### src/rtl/inst_queue_pkg.sv
// Shared definitions for the fetch-to-issue instruction queue.
//   INST_W_DEF / ADDR_W_DEF : default instruction and pc widths
//   entry_t                 : one queue entry {inst, addr} at default widths
//   ptr_w / cnt_w           : pointer and occupancy-counter widths for a depth
package inst_queue_pkg;

    localparam int INST_W_DEF = 32;
    localparam int ADDR_W_DEF = 32;

    typedef struct packed {
        logic [INST_W_DEF-1:0] inst;
        logic [ADDR_W_DEF-1:0] addr;
    } entry_t;

    // Pointer width; depth is a power of two so pointers wrap naturally.
    function automatic int ptr_w(input int depth);
        return $clog2(depth);
    endfunction

    // Counter needs one extra bit to represent a completely full queue.
    function automatic int cnt_w(input int depth);
        return $clog2(depth) + 1;
    endfunction

endpackage

### src/rtl/queue_ram.sv
// Entry storage for inst_queue: DEPTH x W, synchronous write, asynchronous
// read so the head entry can be presented first-word-fall-through.
//   clk   : clock
//   we    : write enable
//   waddr : write index
//   wdata : write data
//   raddr : read index
//   rdata : read data (combinational)
module queue_ram #(
    parameter int DEPTH = 16,
    parameter int W     = 64
) (
    input  logic                     clk,
    input  logic                     we,
    input  logic [$clog2(DEPTH)-1:0] waddr,
    input  logic [W-1:0]             wdata,
    input  logic [$clog2(DEPTH)-1:0] raddr,
    output logic [W-1:0]             rdata
);

    // Data is never reset; validity is tracked by the queue's count.
    logic [W-1:0] mem [DEPTH];

    always_ff @(posedge clk) begin
        if (we) mem[waddr] <= wdata;
    end

    assign rdata = mem[raddr];

endmodule

### src/rtl/inst_queue.sv
// Instruction/pc queue between fetch and issue.
//   clk_in, rst_in      : clock, synchronous active-high reset
//   rdy_in              : global ready; low freezes all state
//   _clear              : flush on mispredict
//   _inst_ready_in,
//   _inst_in, _inst_addr: push strobe and entry from fetch
//   _pop                : issue consumes the head entry
//   _top_*              : head entry, first-word-fall-through
//   _full/_almost_full/_empty/_count : occupancy status from registered count
//   _overflow           : sticky, a push was dropped because the queue was full
module inst_queue
    import inst_queue_pkg::*;
#(
    parameter int DEPTH    = 16,
    parameter int INST_W   = INST_W_DEF,
    parameter int ADDR_W   = ADDR_W_DEF,
    parameter int AFULL_TH = DEPTH - 2
) (
    input  logic                      clk_in,
    input  logic                      rst_in,
    input  logic                      rdy_in,
    input  logic                      _clear,
    input  logic                      _inst_ready_in,
    input  logic [INST_W-1:0]         _inst_in,
    input  logic [ADDR_W-1:0]         _inst_addr,
    input  logic                      _pop,
    output logic                      _top_valid,
    output logic [INST_W-1:0]         _top_inst,
    output logic [ADDR_W-1:0]         _top_inst_addr,
    output logic                      _full,
    output logic                      _almost_full,
    output logic                      _empty,
    output logic [cnt_w(DEPTH)-1:0]   _count,
    output logic                      _overflow
);

    localparam int PW = ptr_w(DEPTH);
    localparam int CW = cnt_w(DEPTH);
    localparam int EW = INST_W + ADDR_W;

    logic [PW-1:0] head, tail;
    logic [CW-1:0] count;
    logic          overflow;
    logic          pop_ok, push_ok, wr_en;
    logic [EW-1:0] head_entry;

    assign _empty       = (count == '0);
    assign _full        = (count == CW'(DEPTH));
    assign _almost_full = (count >= CW'(AFULL_TH));
    assign _top_valid   = !_empty;
    assign _count       = count;
    assign _overflow    = overflow;

    assign pop_ok  = _pop & !_empty;
    // A full queue still accepts a push when the head leaves in the same cycle.
    assign push_ok = _inst_ready_in & (!_full | pop_ok);
    // Storage write must obey the same priority as the pointer update.
    assign wr_en   = !rst_in & rdy_in & !_clear & push_ok;

    queue_ram #(.DEPTH(DEPTH), .W(EW)) u_ram (
        .clk   (clk_in),
        .we    (wr_en),
        .waddr (tail),
        .wdata ({_inst_in, _inst_addr}),
        .raddr (head),
        .rdata (head_entry)
    );

    assign {_top_inst, _top_inst_addr} = head_entry;

    always_ff @(posedge clk_in) begin
        if (rst_in) begin
            head     <= '0;
            tail     <= '0;
            count    <= '0;
            overflow <= 1'b0;
        end else if (rdy_in) begin
            if (_clear) begin
                head     <= '0;
                tail     <= '0;
                count    <= '0;
                overflow <= 1'b0;
            end else begin
                if (push_ok) tail <= tail + PW'(1);
                if (pop_ok)  head <= head + PW'(1);
                case ({push_ok, pop_ok})
                    2'b10:   count <= count + CW'(1);
                    2'b01:   count <= count - CW'(1);
                    default: count <= count;
                endcase
                if (_inst_ready_in && !push_ok) overflow <= 1'b1;
            end
        end
    end

endmodule
### config.mk
export PLATFORM = sky130hd
export DESIGN_NAME = inst_queue
export DESIGN_NICKNAME = d
export VERILOG_FILES = /design/src/rtl/inst_queue_pkg.sv /design/src/rtl/queue_ram.sv /design/src/rtl/inst_queue.sv
export SDC_FILE = /design/constraint.sdc
export NUM_CORES = 1
export LEC_CHECK = 0
export ABC_AREA = 1
export BUFFER_PORTS_ARGS = -buffer_cell sky130_fd_sc_hd__buf_2
export CORE_AREA = 2 2 413 415
export CTS_BUF_LIST = sky130_fd_sc_hd__clkbuf_8
export CTS_CLUSTER_DIAMETER = 80
export DETAILED_ROUTE_END_ITERATION = 10
export DIE_AREA = 0 0 415 417
export GPL_TIMING_DRIVEN = 0
export HOLD_SLACK_MARGIN = 0.05
export PLACE_DENSITY_LB_ADDON = 0.15
export SLEW_MARGIN = 20
export SYNTH_ARGS = -nofsm -noshare
export SYNTH_HDL_FRONTEND = slang
export SYNTH_SLANG_ARGS = --single-unit
### constraint.sdc
create_clock -name clk_in -period 8.1 [get_ports clk_in]
set_input_delay 0 -clock clk_in [delete_from_list [all_inputs] [get_ports clk_in]]
set_output_delay 0 -clock clk_in [all_outputs]
set_load 0.01 [all_outputs]
# Word level (Yosys, flattened, before mapping)
# Memories as Yosys holds them, arrays and structs flattened. A register that Yosys moved wholly into a read port is not among the register bits.
# Cells that the tools add are included.
dict set report totals {
  regBits 14
  latchBits 0
  ram_bits 1024
  mem_bits_ro 0
  inputBits 70
  n_memories 1
}
# memory depth word_bits read_ports rd_ports_with_merged_regs wr line_no
set memory_table {}
lappend memory_table {u_ram.mem 16 64 1 1 1 queue_ram.sv:22} ;# logic [W-1:0] mem [DEPTH];
dict set report op_classes {
  n_addsub 4
  n_mul 0
  n_div 0
  n_lt_le_gt_ge 1
  eq_ne 3
  n_shift 0
  n_mux 12
  n_bitwise 6
  n_reduce_logical 15
}
# op n
set ops {}
lappend ops {{$mux W4} 6}
lappend ops {{$pmux W5 S2} 1}
lappend ops {{$add A4 B1 Y4 const B} 2}
lappend ops {{$reduce_and A2 Y1} 4}
lappend ops {{$reduce_bool A2 Y1} 3}
lappend ops {{$add A5 B1 Y5 const B} 1}
lappend ops {{$and A1 B1 Y1} 5}
lappend ops {{$eq A5 B5 Y1 const B} 1}
lappend ops {{$ge A5 B4 Y1 const B} 1}
lappend ops {{$logic_not A1 Y1} 5}
lappend ops {{$logic_not A5 Y1} 1}
lappend ops {{$mux W5} 1}
lappend ops {{$sub A5 B1 Y5 const B} 1}
lappend ops {{$mux W1} 4}
lappend ops {{$reduce_bool A3 Y1} 1}
lappend ops {{$eq A2 B1 Y1 const B} 1}
lappend ops {{$eq A2 B2 Y1 const B} 1}
lappend ops {{$logic_and A1 B1 Y1} 1}
lappend ops {{$or A1 B1 Y1} 1}

# Logic depth before layout (Yosys ltp)
dict set report depth {
  ltp_word 9
  depth_mapped 14
  depth_no_buf 14
}

# Modules after synthesis
# Synthesis repeated with hierarchy kept, for this count alone.
dict set report unflattened {
  cells_unflattened 4278
  area_unflattened_um2 44915.6
}
# module instances cells_per_inst area_each_um2 seq_area_each_um2
set by_module_without_submodules {}
lappend by_module_without_submodules {queue_ram 1 4146 44004.7 30749.5}
lappend by_module_without_submodules {inst_queue 1 132 910.9 280.3}

# Worst setup path before layout
# OpenSTA, ideal clock, no wires.
dict set report synth_timing {
  path_type {register to register}
  startpoint {register count[0] (netlist: _count[0])}
  endpoint {memory u_ram.mem[0][0] (enable)}
  setup_time_ns 0.486
  arrival_ns 3.915
  t_required_ns 7.614
  path_slack_ns 3.699
  path_stages_with_launch 9
  synth_period_minus_slack_ns 4.401
  cell_sequence {dfxtp_1 -> nor2_2 -> nand2_2 -> nor2_4 -> nand2_4 -> nand3_4 -> nor3_4 -> nand2_4 -> nor2_1}
}
dict set report synth_between {
  elab_cells_between_ends 10
  cone_classes {1 x eq/ne; 2 x mux; 4 x bitwise; 3 x reduce/logical}
}
# item line_no
set synth_rtl {}
lappend synth_rtl {{start: declaration} inst_queue.sv:42} ;# logic [CW-1:0] count;
lappend synth_rtl {{start signal: assignment} inst_queue.sv:87} ;# 2'b10: count <= count + CW'(1);
lappend synth_rtl {{start signal: assignment} inst_queue.sv:88} ;# 2'b01: count <= count - CW'(1);
lappend synth_rtl {{start signal: assignment} inst_queue.sv:89} ;# default: count <= count;
lappend synth_rtl {{$eq A5 B5 Y1} inst_queue.sv:48} ;# assign _full = (count == CW'(DEPTH));
lappend synth_rtl {{net _full} inst_queue.sv:30} ;# output logic _full,
lappend synth_rtl {{$logic_not A1 Y1} inst_queue.sv:56} ;# assign push_ok = _inst_ready_in & (!_full | pop_ok);
lappend synth_rtl {{$or A1 B1 Y1} inst_queue.sv:56}
lappend synth_rtl {{$and A1 B1 Y1} inst_queue.sv:56}
lappend synth_rtl {{$and A1 B1 Y1} inst_queue.sv:58} ;# assign wr_en = !rst_in & rdy_in & !_clear & push_ok;
lappend synth_rtl {{$mux W1} queue_ram.sv:25} ;# if (we) mem[waddr] <= wdata;
lappend synth_rtl {{$mux W1 (not written as such)} queue_ram.sv:25}
lappend synth_rtl {{end: declaration} queue_ram.sv:22}
# The timed path passes the listed nets, and every way through them passes these cells.

==> flow_summary.json <==
{
  "cp-end-kind": "output pin",
  "cpPeakStageDelay_ns": 0.71,
  "area_growth_pct": 23.23,
  "io_buffer_count": 142,
  "die_area_um2": 173100,
  "hold_path_depth": 2,
  "routed_via_density": 4.433,
  "htreeDepth": 4,
  "fp.dieW_um": 415,
  "wl_per_cell_um": 24.36,
  "synthCells": 2846,
  "reg2reg_from": "_count[1]",
  "synth_warnings": 0,
  "nets": 3462,
  "die_y_um": 417,
  "setup_viol": 0,
  "cp_num_buf_inv": 5,
  "syn_area_um2": 41830,
  "vdd_drop_max_v": 0.0001580,
  "min_period_ns": 3.686,
  "wl_um": 139800,
  "fp.coreArea_um2": 168500,
  "hold_ws_ns": 0.1686,
  "leakagePower_nw": 17.22,
  "max_slew_margin_pct": 27.50,
  "crit_slowest_cell": "clkbuf_1",
  "synth-seq-area-share_pct": 74.37,
  "cp_cell_sequence": "buf_2, inv_2, buf_2, clkbuf_1, o211ai_1, nand3_1, nand2_1, buf_2",
  "clk_latency_ns": 0.90,
  "grt_max_degree": 20,
  "hp-class": "primary input to flip-flop",
  "root_buffer": "clkbuf_8",
  "startpoint_type": "flip-flop",
  "skew_ns": 0.03892,
  "gp_congestion": 0.7212,
  "maxCapViolations": 0,
  "overflow": 0,
  "antenna_found_initial": 11,
  "reg2reg_depth": 11,
  "cts_buffer_depth": 3,
  "post-route-period-util_pct": 45.51,
  "r2r-end": "_count[4]",
  "status": "complete, no violations",
  "grt_pass1_vias": 26070,
  "synthDistinctLibCells": 38,
  "nFillCells": 17050,
  "drv_slew": 0,
  "crit_arrival_ns": 3.69,
  "finalPower_mw": 10.95,
  "grt_pass1_wl_um": 196700,
  "drc": 0,
  "finalHoldViolCount": 0,
  "p_per_area_nw_per_um2": 212.4,
  "crit_end": "_top_inst[14]",
  "clock_sinks": 1042,
  "cp_max_fo": 10,
  "crit_family": "buffers and inverters",
  "rsz0062_at_grt": "false",
  "drive_gt1_share_pct": 15.49,
  "dp_hpwl_um": 93120,
  "io-pin-count": 144,
  "r2r_setup_slack_ns": 4.48,
  "std_cell_rows": 151,
  "cts_tree": "yes",
  "cts_buffers": 184,
  "multi_input_area_um2": 8780,
  "ant_nets": 0,
  "cp_num_cells": 8,
  "clk_pin_slew_worst_paths_ns": 0.06,
  "ys_ff_latch": 1042,
  "worst_path_most_repeated_cell": "buf_2",
  "seq_area_um2": 31110,
  "tightest_slew_ns": 1.088,
  "fmax_ghz": 0.2713,
  "dr.pass1.iters": 5,
  "path_class": "flip-flop to output pin",
  "cts_setup_buffers": 0,
  "synth_fp_nets": 2925,
  "start_util_pct": 24.82,
  "vias": 25450,
  "dr.first_iter.drc_count": 1872,
  "syn_area_per_cell_um2": 14.70,
  "grt_usage_pct": 16.02,
  "cp.required_ns": 8.10
}
[per-stage QoR]
step | cells | worst slack (ns) | instance area (um2) | TNS [ns] | util, %
4_1_cts | 5736 | 4.282 | 51540 | 0 | 30.58
2_1_floorplan | 2846 | 3.699 | 41830 | 0 | -
3_5_place_dp | 5268 | 5.121 | 46870 | 0 | 27.81
6_report | 5740 | 4.414 | 51550 | 0 | 30.59
5_1_grt | 5739 | 4.195 | 51540 | 0 | 30.59
3_3_place_gp | 5206 | -0.5179 | 45310 | -226.12 | 26.89
[power by group]
part	internal [mW]	switching, mW
registers	5.93	0.00649
logic	0.227	0.418
clock network	2.17	2.20
[how the worst min path moves through the flow]
| stage | slack (ns) | endpoint | from |
|---|---|---|---|
| finish | 0.17 | u_ram.mem[11][3] | _inst_addr[3] |
| global route | 0.12 | u_ram.mem[11][3] | _inst_addr[3] |
| CTS | 0.05 | u_ram.mem[11][3] | _inst_addr[3] |
| detailed placement | 0.32 | _count[1] | rst_in |
| global placement | 0.32 | _count[1] | rst_in |
| floorplan | 0.07 | _count[4] | rst_in |
[kinds of logic after synthesis]
kind of cell    count (synthesis)  share of synthesized area (%)
compound gates                818                          11.43
xor+xnor                        1                        0.02094
fa+ha+maj                       9                         0.2872
buf+inv                       469                          4.924
flops                        1042                          74.37
mux                           256                          6.126
simple gates                  251                          2.839
[per-layer routing]
layer  routed length [um]  part of all wire, %  track usage (%)
met1                62260                   45            21.30
met3                 6831                  4.9            2.602
met4                 3584                  2.6            5.066
met5                    0                    0                0
met2                67140                   48            26.66
[registers in the layout (all words and copies together), names as in the netlist, named ones only]
name / cells
head: 4
u_ram.mem: 1024
_count: 5
tail: 4
_overflow: 1
[cell usage after synthesis (all sizes together)]
cell / count / area, um2
edfxtp: 1024 / 30750
o21ai: 295 / 1476
inv: 284 / 1066
a21oi: 265 / 1364
mux2i: 256 / 2562
o211ai: 256 / 1922
nand3: 109 / 573.1
buf: 101 / 676.9
nand2: 96 / 400.4
clkbuf: 83 / 312.8
nor2: 36 / 145.1
dfxtp: 18 / 360.4
ha: 8 / 100.1
nor3: 5 / 36.29
and3: 2 / 12.51
nand4: 2 / 12.51
a21boi: 1 / 11.26
clkinv: 1 / 3.750
fa: 1 / 20.02
nor3b: 1 / 7.510
o31ai: 1 / 7.510
xor2: 1 / 8.760
[placed cells by master, fill, tap and decap left out, types with 2 or more instances in the layout]
| master | count |
|---|---|
| buf_1 | 20 |
| clkinvlp_4 | 5 |
| inv_6 | 2 |
| clkbuf_2 | 4 |
| inv_2 | 7 |
| nand2_4 | 5 |
| clkinv_2 | 8 |
| inv_8 | 4 |
| buf_2 | 182 |
| buf_6 | 20 |
| buf_4 | 19 |
| o211ai_1 | 256 |
| nor2_1 | 18 |
| and3_1 | 2 |
| buf_12 | 38 |
| a21oi_2 | 10 |
| buf_16 | 25 |
| inv_1 | 346 |
| clkinv_1 | 44 |
| nor3_1 | 4 |
| ha_1 | 8 |
| nand3_2 | 3 |
| nor2_4 | 17 |
| nand4_1 | 2 |
| clkinv_8 | 2 |
| diode_2 | 4 |
| o21ai_1 | 166 |
| o21ai_0 | 129 |
| clkbuf_1 | 79 |
| a21oi_1 | 255 |
| mux2i_1 | 256 |
| edfxtp_1 | 1024 |
| nand3_1 | 105 |
| clkbuf_8 | 187 |
| nand2_1 | 90 |
| dfxtp_1 | 18 |
| dlygate4sd3_1 | 147 |
[repair_timing]
action	CTS	global route
hold buffers	147	0
resized for setup	0	0
endpoints found under the hold margin	1720	0
[cell type report]
cell class,count,area share [%]
Antenna cell,4,0.01942
Buffer,184,1.930
Clock buffer,187,4.993
Clock inverter,134,1.209
Inverter,285,2.075
Multi-Input combinational cell,1335,17.03
Sequential cell,1042,60.35
Tap cell,2218,5.384
Timing Repair Buffer,351,7.005
(Power assumes the default switching activity.)
